**src/rtl/div_reconstruct_seq.sv**
```systemverilog
// Sequential shift-add rebuild of the dividend n_hat = q*d + r, one quotient bit per cycle.
// Optional error accumulator against a reference dividend is built only when DIV_RECON_ERR_ACC_EN is defined.
module div_reconstruct_seq #(
  parameter int WIDTH = 8,
  parameter int ACC_W = 48
) (
  input  logic               clk,
  input  logic               rst_n,
  input  logic               in_valid,
  output logic               in_ready,
  input  logic [WIDTH-1:0]   q,
  input  logic [WIDTH-1:0]   d,
  input  logic [WIDTH-1:0]   r,
  output logic               out_valid,
  input  logic               out_ready,
  output logic [2*WIDTH-1:0] n_hat
`ifdef DIV_RECON_ERR_ACC_EN
  ,
  input  logic [2*WIDTH-1:0] n_ref,
  input  logic               acc_clr,
  output logic [2*WIDTH-1:0] err_abs,
  output logic [ACC_W-1:0]   sq_err_acc,
  output logic [15:0]        sample_cnt
`endif
);

  localparam int NW = 2 * WIDTH;
  localparam int CW = $clog2(WIDTH + 1);

  typedef enum logic [1:0] {IDLE = 2'd0, RUN = 2'd1, DONE = 2'd2} state_t;

  state_t         state, state_nx;
  logic [WIDTH-1:0] qs;
  logic [NW-1:0]  md;
  logic [NW-1:0]  acc;
  logic [CW-1:0]  cnt;
  logic           last;

  // cnt runs 0..WIDTH-1 for the add/shift steps; the extra cnt==WIDTH cycle publishes acc.
  assign last = (cnt == CW'(WIDTH));

  always_ff @(posedge clk or negedge rst_n) begin
    if (!rst_n) state <= IDLE;
    else        state <= state_nx;
  end

  always_comb begin
    state_nx = state;
    case (state)
      IDLE:    if (in_valid)  state_nx = RUN;
      RUN:     if (last)      state_nx = DONE;
      DONE:    if (out_ready) state_nx = IDLE;
      default: state_nx = IDLE;
    endcase
  end

  always_comb begin
    in_ready  = (state == IDLE);
    out_valid = (state == DONE);
  end

  always_ff @(posedge clk or negedge rst_n) begin
    if (!rst_n) begin
      qs    <= '0;
      md    <= '0;
      acc   <= '0;
      cnt   <= '0;
      n_hat <= '0;
    end else begin
      case (state)
        IDLE: begin
          if (in_valid) begin
            qs  <= q;
            md  <= NW'(d);
            acc <= NW'(r);
            cnt <= '0;
          end
        end
        RUN: begin
          if (last) begin
            n_hat <= acc;
          end else begin
            // Max result is 2^2W - 2^W, so the NW-bit adder never carries out.
            if (qs[0]) acc <= acc + md;
            md  <= md << 1;
            qs  <= qs >> 1;
            cnt <= cnt + CW'(1);
          end
        end
        default: ;
      endcase
    end
  end

`ifdef DIV_RECON_ERR_ACC_EN
  logic [NW-1:0]   nref_r;
  logic [2*NW-1:0] sq;
  logic [ACC_W:0]  sum;

  always_comb begin
    err_abs = (nref_r >= n_hat) ? (nref_r - n_hat) : (n_hat - nref_r);
    sq      = (2*NW)'(err_abs) * (2*NW)'(err_abs);
    sum     = {1'b0, sq_err_acc} + (ACC_W+1)'(sq);
  end

  always_ff @(posedge clk or negedge rst_n) begin
    if (!rst_n) begin
      nref_r     <= '0;
      sq_err_acc <= '0;
      sample_cnt <= '0;
    end else begin
      if (state == IDLE && in_valid) nref_r <= n_ref;
      if (acc_clr) begin
        sq_err_acc <= '0;
        sample_cnt <= '0;
      end else if (out_valid && out_ready) begin
        sq_err_acc <= sum[ACC_W] ? '1 : sum[ACC_W-1:0];
        if (sample_cnt != 16'hFFFF) sample_cnt <= sample_cnt + 16'd1;
      end
    end
  end
`endif

endmodule

```
**config.mk**
```make
export PLATFORM = sky130hd
export DESIGN_NAME = div_reconstruct_seq
export DESIGN_NICKNAME = d
export VERILOG_FILES = /design/src/rtl/div_reconstruct_seq.sv
export SDC_FILE = /design/constraint.sdc
export NUM_CORES = 1
export LEC_CHECK = 0
export CAP_MARGIN = 25
export CORE_MARGIN = 10
export CORE_UTILIZATION = 55
export CTS_CLUSTER_DIAMETER = 120
export CTS_CLUSTER_SIZE = 24
export DETAILED_ROUTE_END_ITERATION = 6
export HOLD_SLACK_MARGIN = 0.1
export PLACE_DENSITY_LB_ADDON = 0.1
export SETUP_SLACK_MARGIN = 0.02
export SYNTH_ARGS = -nofsm -noshare
export SYNTH_HDL_FRONTEND = slang
export SYNTH_SLANG_ARGS = --single-unit
```
**constraint.sdc**
```tcl
create_clock -name clk -period 2.9 [get_ports clk]
set_input_delay 0.29 -clock clk [delete_from_list [all_inputs] [get_ports clk]]
set_output_delay 0.29 -clock clk [all_outputs]
set_load 0.1 [all_outputs]
```
==> summary.md <==
| Metric | Value |
|---|---|
| Layout cell share with drive strength beyond 1 | 16.5% |
| Antenna violations before repair | 0 |
| Max stage delay on crit path | 0.46 ns |
| Setup violations, final | 0 |
| Initial Util | ~56% |
| Hold buffer count at cts | 0 |
| Highest-count cells in the layout ignoring fill and taps | dfrtp_1 (62), nand2_1 (53), nor2_1 (38) |
| DPL Wire Length | 5470 µm |
| FFs w/ async S/R, synth | 100% |
| Vias in the first global route | 2636 |
| Yosys top cell by area | dfrtp_1 |
| WS Path Type | reg -> reg |
| Fin. max-slew vios | 0 |
| WP data required | 3.10 ns |
| Period minus WS final | 2.45 ns |
| CP Data Arrival Time | 2.65 ns |
| CTS resizes | 0 |
| Worst Hold Class | in -> async |
| Wire length per cell | 16.5 µm |
| Largest net degree at the start of global routing | 63 |
| Synthesized cell area | 3340 µm² |
| RSZ-0062 raised after global routing | no |
| Hold Fails Final Rpt | 0 |
| Fmax | slightly above 0.4 GHz |
| WL final | 7670 µm |
| Critical Path Sink Type | register |
| Syn avg cell area | 9.84 µm² |
| H-Tree Depth | 3 |
| CTS tree | yes |
| DR vias | 2700 |
| Core outline area | a little under 6000 µm² |
| # diodes | 0 |
| CP Cell Sequence | ha_1, fa_1, a211oi_2, o21bai_2, a2111oi_4, o41ai_2, xnor2_1, o21ai_0 |
| Die width | between 90 and 100 µm |
| Slew of the pin with the lowest slew margin | 0.786 ns |
| Most common cell after layout, fill and taps aside | dfrtp_1 |
| Drt first pass iters | 6 |
| Vias per inst | between 5 and 6 |
| Register area | ~1600 µm² |
| Tcrit/Tclk final | between 80% and 90% |
| Multi-input gate area in the final layout | 1670 µm² |
| Fill cells | 490 |
| Sequential area share after synthesis | 46.5% |
| CP bufs+invs | 0 |
| Number of CTS-inserted buffers | 9 |
| Die span in y | 97.9 µm |
| Slew margin rel. | 47.6% |
| Max Cap Viol | 0 |
| Number of flops mapped to enable cells by yosys | 0 |
| Total Routing Usage GR | 16.1% |
| Final ANT Viol Nets | 0 |
| Worst-Skew Late Latency | 0.34 ns |
| Distinct cell type count after synthesis | 44 |
| Initial DRC count | 159 |
| Total negative slack | 0 ns |
| GPL Wtd Cong | 0.887 |
| Grt total ovfl | 0 |
| Die area | 9580 µm² |
| Cells after synthesis | 339 |
| Outcome | completed |
| Primary FF master, synth | dfrtp_1 |
| Drc violations | 0 |
| Crit Path Max Fanout | 3 |
| First-pass GRT wire length | 12800 µm |
| Post-CTS Setup Inserts | 0 |
| Worst-path clk slew | 0.06 ns |
| Warnings, synthesis | 0 |
| Io pins | 46 |
| Skew final | 0.00804 ns |
| CP max stage cell | a2111oi_4 |
| Clock Sinks | between 60 and 70 |
| Yosys top cell area share | 46.5% |
| Final nets | 432 |
| Deepest clock path buffer count | 2 |
| Flops & latches, synth | 62 |
| Startpoint types | register |
| CP delay by family, top | compound AO/OA/AOI/OAI gates |
| Syn_nets | 385 |
| Port buffer count | 45 |
| P&R area growth vs syn | 19.0% |
| Num rows | 28 |
| Top post-synthesis cells by area | dfrtp_1 (47%), ha_1 (6.4%), nand2_1 (6.0%) |
| Root Driver | clkbuf_8 |
[stage by stage]
| stage | util, % | instance area, µm² | setup slack (ns) | hold WS [ns] | std cells |
|---|---|---|---|---|---|
| after global routing | 67.1 | 3970 | 0.308 | 0.178 | 464 |
| after floorplan | - | 3340 | 0.213 | -0.00559 | 339 |
| after global placement | 64.1 | 3800 | 0.513 | 0.491 | 450 |
| after CTS | 67.1 | 3970 | 0.437 | 0.146 | 464 |
| after detailed placement | 64.1 | 3800 | 0.447 | 0.497 | 450 |
| final | 67.1 | 3970 | 0.447 | 0.116 | 464 |
[worst reg2reg max path: stages (launching register included)]
cell       delay (ns)
dfrtp_1          0.40
ha_1             0.24
fa_1             0.44
a211oi_2         0.29
o21bai_2         0.13
a2111oi_4        0.46
o41ai_2          0.12
xnor2_1          0.16
o21ai_0          0.09
[layer usage]
layer / track usage, % / wire (µm)
met5: 0 / 0
met4: 5.82 / 116
met3: 5.14 / 450
met2: 24.3 / 3500
met1: 21.2 / 3600
[registers in the layout, indices dropped and copies added (netlist names)]
name	cells
acc	16
md	16
n_hat	16
qs	8
cnt	4
state	2
[layout make-up]
cell class / instances / share of cell area (%)
Multi-Input combinational cell: 252 / 42.0
Sequential cell: 62 / 39.1
Timing Repair Buffer: 51 / 11.2
Clock buffer: 13 / 4.25
Tap cell: 75 / 2.36
Inverter: 10 / 0.945
Clock inverter: 1 / 0.126
[cells in the mapped netlist, drive strengths merged (2+ instances only)]
library cell,instances
xor2,3
mux2i,6
a31oi,17
and2,2
a21oi,16
o21a,2
dfrtp,62
a21o,4
nor2b,2
nand3,8
o311ai,2
nor2,39
buf,10
ha,17
o41ai,2
a211oi,6
clkbuf,5
mux2,16
xnor2,8
inv,10
o21ai,23
a22o,10
nor3,4
nand2,53
[final timing paths]
check,startpoint,endpoint,slack (ns),cells past startpoint
max,md[0]$_DFFE_PN0P_,acc[10]$_DFFE_PN0P_,0.45,8
min,rst_n,n_hat[2]$_DFFE_PN0P_,0.12,2
max reg2reg,md[0]$_DFFE_PN0P_,acc[10]$_DFFE_PN0P_,0.45,8
min reg2reg,n_hat[3]$_DFFE_PN0P_,n_hat[3]$_DFFE_PN0P_,0.51,1
max in group asynchronous,rst_n,md[12]$_DFFE_PN0P_,2.27,2
min in group clk,n_hat[3]$_DFFE_PN0P_,n_hat[3]$_DFFE_PN0P_,0.51,1
[kinds of logic (layout without fill, tap and decap cells)]
| kind of cell | after synthesis | after routing | synth area share (%) |
|---|---|---|---|
| XOR/XNOR | 11 | 11 | 2.89 |
| multiplexers | 22 | 22 | 7.20 |
| adder cells (fa/ha/maj) | 18 | 18 | 6.98 |
| AND/OR/NAND/NOR | 113 | 113 | 14.1 |
| AO/OA/AOI/OAI | 88 | 88 | 18.8 |
| buffers and inverters | 25 | 75 | 3.49 |
| flip-flops | 62 | 62 | 46.5 |
Power is not shown: default switching activity piles up to over one toggle a cycle in this logic, so the estimate is an artifact.
==> RTL edit 1: new RTL, config.mk and constraints unchanged <==
Change the parameter `WIDTH` from 8 to 4.
--- a/src/rtl/div_reconstruct_seq.sv
+++ b/src/rtl/div_reconstruct_seq.sv
@@ -1,7 +1,7 @@
 // Sequential shift-add rebuild of the dividend n_hat = q*d + r, one quotient bit per cycle.
 // Optional error accumulator against a reference dividend is built only when DIV_RECON_ERR_ACC_EN is defined.
 module div_reconstruct_seq #(
-  parameter int WIDTH = 8,
+  parameter int WIDTH = 4,
   parameter int ACC_W = 48
 ) (
   input  logic               clk,
Ports: changed (resized d, n_hat, q and r); port bits go from 46 to 26. The function was not compared with the original's and may differ.
==> RTL edit 1 against the unedited design <==
Count of clock-buffer cells in the layout decreased by 6; setup slack improved by 410 ps; sequential cell count down 29; cell count is 52% lower; design area is 49% lower; routed wire length down 54%; synthesized area is 49% lower; largest cell class is now sequential cells; highest routed layer unchanged.
Power is not shown: default switching activity piles up to over one toggle a cycle in this logic, so the estimate is an artifact.
==> RTL edit 1: results (changes against the unedited design) <==
status: "complete, no violations"
yosysWarningCount: 0  # unchanged
holdCritPathClass: "in2async"
seq_area_frac_synth_pct: 48.5  # +2.0 points
synthCells: 162  # -52%
fillCellCount: 243  # -50%
routed.top_layer: "met4"
arrival_ps: 2260  # -390 ps
num_vias: 1262  # -53%
largestRegisters: "acc (8), md (8), n_hat (8)"
drt_pass1_iterations: 4  # -2
cts_setup_buffers: 0  # unchanged
cts_resized: 0  # unchanged
drt-vias-per-instance: 5.61  # -3.6%
numPlacedInstances: 217  # -52%
ys_types: 37  # -16%
place_area_um2: 1960  # -48%
synth_ff_type: "dfrtp_1"
io_buffers: 25  # -44%
grt_pass1_wl_mm: 5.93  # -54%
h-tree-depth: 2  # -1
root_buffer: "clkbuf_4"
route.met2.wl_mm: 1.82  # -48%
cts_buffers: 5  # -4
worstMarginPinSlew_ps: 795  # +9.37 ps
async_flop_share_pct: 100  # unchanged
drc_errors: 0  # unchanged
cp_max_fo: 15  # +12
dp.final_hpwl_mm: 2.67  # -51%
wl_per_cell_um: 15.7  # -5.1%
gp_congestion: 0.794  # -11%
synthTopCellsByCount: "dfrtp_1, nand2_1, o21ai_0"
synth_area_leaders: "dfrtp_1, ha_1, mux2_2, nand2_1, o21ai_0"
routed-wl-met3_um: 138  # -69%
gr-usage-all-layers_pct: 13.6  # -2.6 points
clk_pin_slew_worst_paths_ps: 100  # +40 ps
grt_max_degree: 34  # -46%
syn_nets: 188  # -51%
antennaDiodeCount: 0  # unchanged
wl_met1_mm: 1.53  # -57%
clock_skew_ps: 6.08  # -1.96 ps
ctsHoldBuffers: 0  # unchanged
reg2reg_depth: 5  # -3
drtIter0Drc: 85  # -47%
clock_path_buffers: 2  # unchanged
drive_above_1_share_pct: 17.2  # +0.74 points
[RTL edit 1: worst paths after layout]
path                                       from                   end  slack [ps]
setup / recovery           state[1]$_DFFE_PN0P_    acc[1]$_DFFE_PN0P_         850
hold / removal                            rst_n  n_hat[6]$_DFFE_PN0N_         350
max in group asynchronous                 rst_n    acc[0]$_DFFE_PN0P_        2250
min in group clk           n_hat[1]$_DFFE_PN0N_  n_hat[1]$_DFFE_PN0N_         500
setup reg to reg           state[1]$_DFFE_PN0P_    acc[1]$_DFFE_PN0P_         850
hold reg to reg            n_hat[1]$_DFFE_PN0N_  n_hat[1]$_DFFE_PN0N_         500
[RTL edit 1: area by class of cell]
cell class	instances	area share, %
Sequential cell	33	40.7
Clock inverter	1	0.247
Clock buffer	7	3.21
Tap cell	33	2.04
Multi-Input combinational cell	116	40.6
Timing Repair Buffer	26	11.5
Inverter	9	1.67
[RTL edit 1: worst max-delay path, stage by stage, from the launching register on]
cell      delay [ps]
dfrtp_1          410
nand2b_1         510
a21oi_4          480
a21oi_2          200
a211oi_1         250
a21oi_1           70
[RTL edit 1: cell families after synthesis]
family	synth area share, %
DFF	48.5
adders and majority gates	7.79
xor gates and xnor gates	1.03
and+or+nand+nor	14.9
muxes	8.16
buffers and inverters	3.09
AOI/OAI and AO/OA	16.5
[RTL edit 1: layer usage]
metal	up-vias	GRT usage, %
li1	635	-
met1	598	15.7
met2	23	23.6
met3	6	4.17
met4	0	3.71
met5	-	0
[RTL edit 1: metrics by stage]
step / utilization (%) / hold slack, ps / worst slack [ps]
after floorplan: - / -5.59 / 217
after global placement: 65.2 / 463 / 997
after detailed placement: 65.2 / 480 / 843
after CTS: 67.5 / 355 / 846
after global routing: 67.5 / 382 / 637
final: 67.5 / 346 / 853
==> RTL edit 2: new RTL, same flow settings <==
Made on the original files. Encoding of `state_t`: now one-hot (3 bits for 3 states).
--- a/src/rtl/div_reconstruct_seq.sv
+++ b/src/rtl/div_reconstruct_seq.sv
@@ -27,7 +27,7 @@
   localparam int NW = 2 * WIDTH;
   localparam int CW = $clog2(WIDTH + 1);
 
-  typedef enum logic [1:0] {IDLE = 2'd0, RUN = 2'd1, DONE = 2'd2} state_t;
+  typedef enum logic [2:0] {IDLE = 3'b001, RUN = 3'b010, DONE = 3'b100} state_t;
 
   state_t         state, state_nx;
   logic [WIDTH-1:0] qs;
Behaviour: same outputs for any inputs over 10 cycles, from zero or initial values and one cycle with rst_n low; not proved beyond that.
==> RTL edit 2 against the unedited design <==
Sequential share of layout area shrank 0.32 points; clock skew shrank 4.4 ps; maximum frequency grew 2.1%; synthesized area grew 1.6%; design area grew 2.5%; setup slack gained 51 ps; sequential cell count grew 1; routed wire length shrank 2.0%; largest cell class unchanged.
==> RTL edit 2: results (changes against the unedited design) <==
dp_slack_ps: 524  # +77.0 ps
io_buffers: 45  # unchanged
syn_nets: 363  # -5.7%
nets: 415  # -3.9%
antennaDiodeCount: 0  # unchanged
worstMarginPinSlew_ps: 487  # -299 ps
status: "complete, no violations"
gr-usage-all-layers_pct: 15.8  # -0.35 points
grt_pass1_vias: 2535  # -3.8%
grt_max_degree: 40  # -37%
async_flop_share_pct: 100  # unchanged
clk_pin_slew_worst_paths_ps: 70
h-tree-depth: 3  # unchanged
crit_path_top_delay_cell: "fa_1"
cp_max_fo: 3  # unchanged
largestRegisters: "acc (16), md (16), n_hat (16)"
clock_skew_ps: 3.60  # -4.44 ps
cts_buffers: 9  # unchanged
drive_above_1_share_pct: 18.2  # +1.7 points
arrival_ps: 2620  # -30 ps
power.leakage_nw: 1.88
grt_pass1_wl_mm: 12.6  # -1.7%
vdd_drop_max_mv: 0.704
insertion_delay_ps: 340  # about the same
drtIter0Drc: 138  # -13%
holdCritPathClass: "in2async"
antenna_found_initial: 0  # unchanged
yosysWarningCount: 0  # unchanged
cts_setup_buffers: 0  # unchanged
root_buffer: "clkbuf_8"
synth_area_leaders: "dfrtp_1, ha_1, mux2_2, mux2i_1, nand2_1"
drt_pass1_iterations: 4  # -2
ys_types: 51  # +16%
seq_area_frac_synth_pct: 46.5  # about the same
drt-vias-per-instance: 5.71  # -1.8%
crit_family: "compound AO/OA/AOI/OAI gates"
cts_resized: 0  # unchanged
synthTopCellsByCount: "dfrtp_1, nand2_1, o21ai_0"
gp_congestion: 0.933  # +5.1%
fillCellCount: 488  # -0.41%
wl_per_cell_um: 16.7  # +1.3%
clock_path_buffers: 2  # unchanged
dp.final_hpwl_mm: 5.58  # +2.1%
max_stage_delay_ps: 410  # -50 ps
synth_top_area_cell: "dfrtp_1"
place_area_um2: 3870  # +1.9%
-- RTL edit 2: changes by cell type after synthesis, moves of 3 or more --
cell      before  now
xor2_1         3    6
a31oi_1       17    6
inv_1          9    5
buf_6          0    3
and3_1         0    3
a211oi_1       5    1
nand2_1       53   38
buf_4          4    1
a21oi_1       15   19
nor2_1        38   15
o21ai_1        1   15
mux2i_1        6   15
buf_2          6    2
-- RTL edit 2: area by class of cell --
cell class | count | area, um^2 | area share, %
clock inverters | 4 | 45.0 | 1.11
well taps | 75 | 93.8 | 2.31
repair buffers | 52 | 455 | 11.2
inverters | 5 | 18.8 | 0.461
multi-input cells | 238 | 1730 | 42.6
clock buffers | 12 | 145 | 3.57
flip-flops and latches | 63 | 1580 | 38.8
-- RTL edit 2: what timing repair did --
| item | 4_1_cts | 5_1_grt |
|---|---|---|
| endpoints found under the setup margin | 0 | 0 |
| hold endpoints to repair | 11 | 0 |
| hold buffers | 1 | 0 |
-- RTL edit 2: per-stage QoR --
step                      instances  power, mW
after floorplan                 317       2.91
after global placement          432       3.31
after detailed placement        432       3.37
after CTS                       449       4.12
after global routing            449       4.38
final                           449       4.10
-- RTL edit 2: final timing paths --
kind / startpoint / to / slack (ps) / cells past startpoint
hold / removal: rst_n / state[2]$_DFFE_PN0P_ / 370 / 2
setup / recovery: md[0]$_DFFE_PN0P_ / acc[12]$_DFFE_PN0P_ / 500 / 8
min in group clk: qs[6]$_DFFE_PN0P_ / qs[6]$_DFFE_PN0P_ / 490 / 2
hold reg to reg: qs[6]$_DFFE_PN0P_ / qs[6]$_DFFE_PN0P_ / 490 / 2
setup reg to reg: md[0]$_DFFE_PN0P_ / acc[12]$_DFFE_PN0P_ / 500 / 8
max in group asynchronous: rst_n / acc[8]$_DFFE_PN0P_ / 1810 / 3
-- RTL edit 2: layer usage --
layer / GRT usage, % / routed length, um / part of all wire, %
met2: 24.5 / 3430 / 46
met1: 20.7 / 3620 / 48
met4: 6.73 / 123 / 1.6
met3: 3.63 / 342 / 4.5
met5: 0 / 0 / 0
-- RTL edit 2: cell families (layout without fill, tap and decap cells) --
family          Yosys count  after routing  share of synthesized area, %
flops                    63             63                          46.5
mux                      31             31                          9.75
fa+ha+maj                18             18                          6.87
simple gates             84             84                          12.8
compound gates           90             90                          17.6
buf+inv                  16             73                          2.62
xor+xnor                 15             15                          3.88
-- RTL edit 2: report_power, final --
part           total [mW]  internal [mW]  switching (mW)
combinational        1.98          0.740            1.24
clock               0.742          0.416           0.326
sequential           1.37           1.14           0.231
total                4.10           2.30            1.80
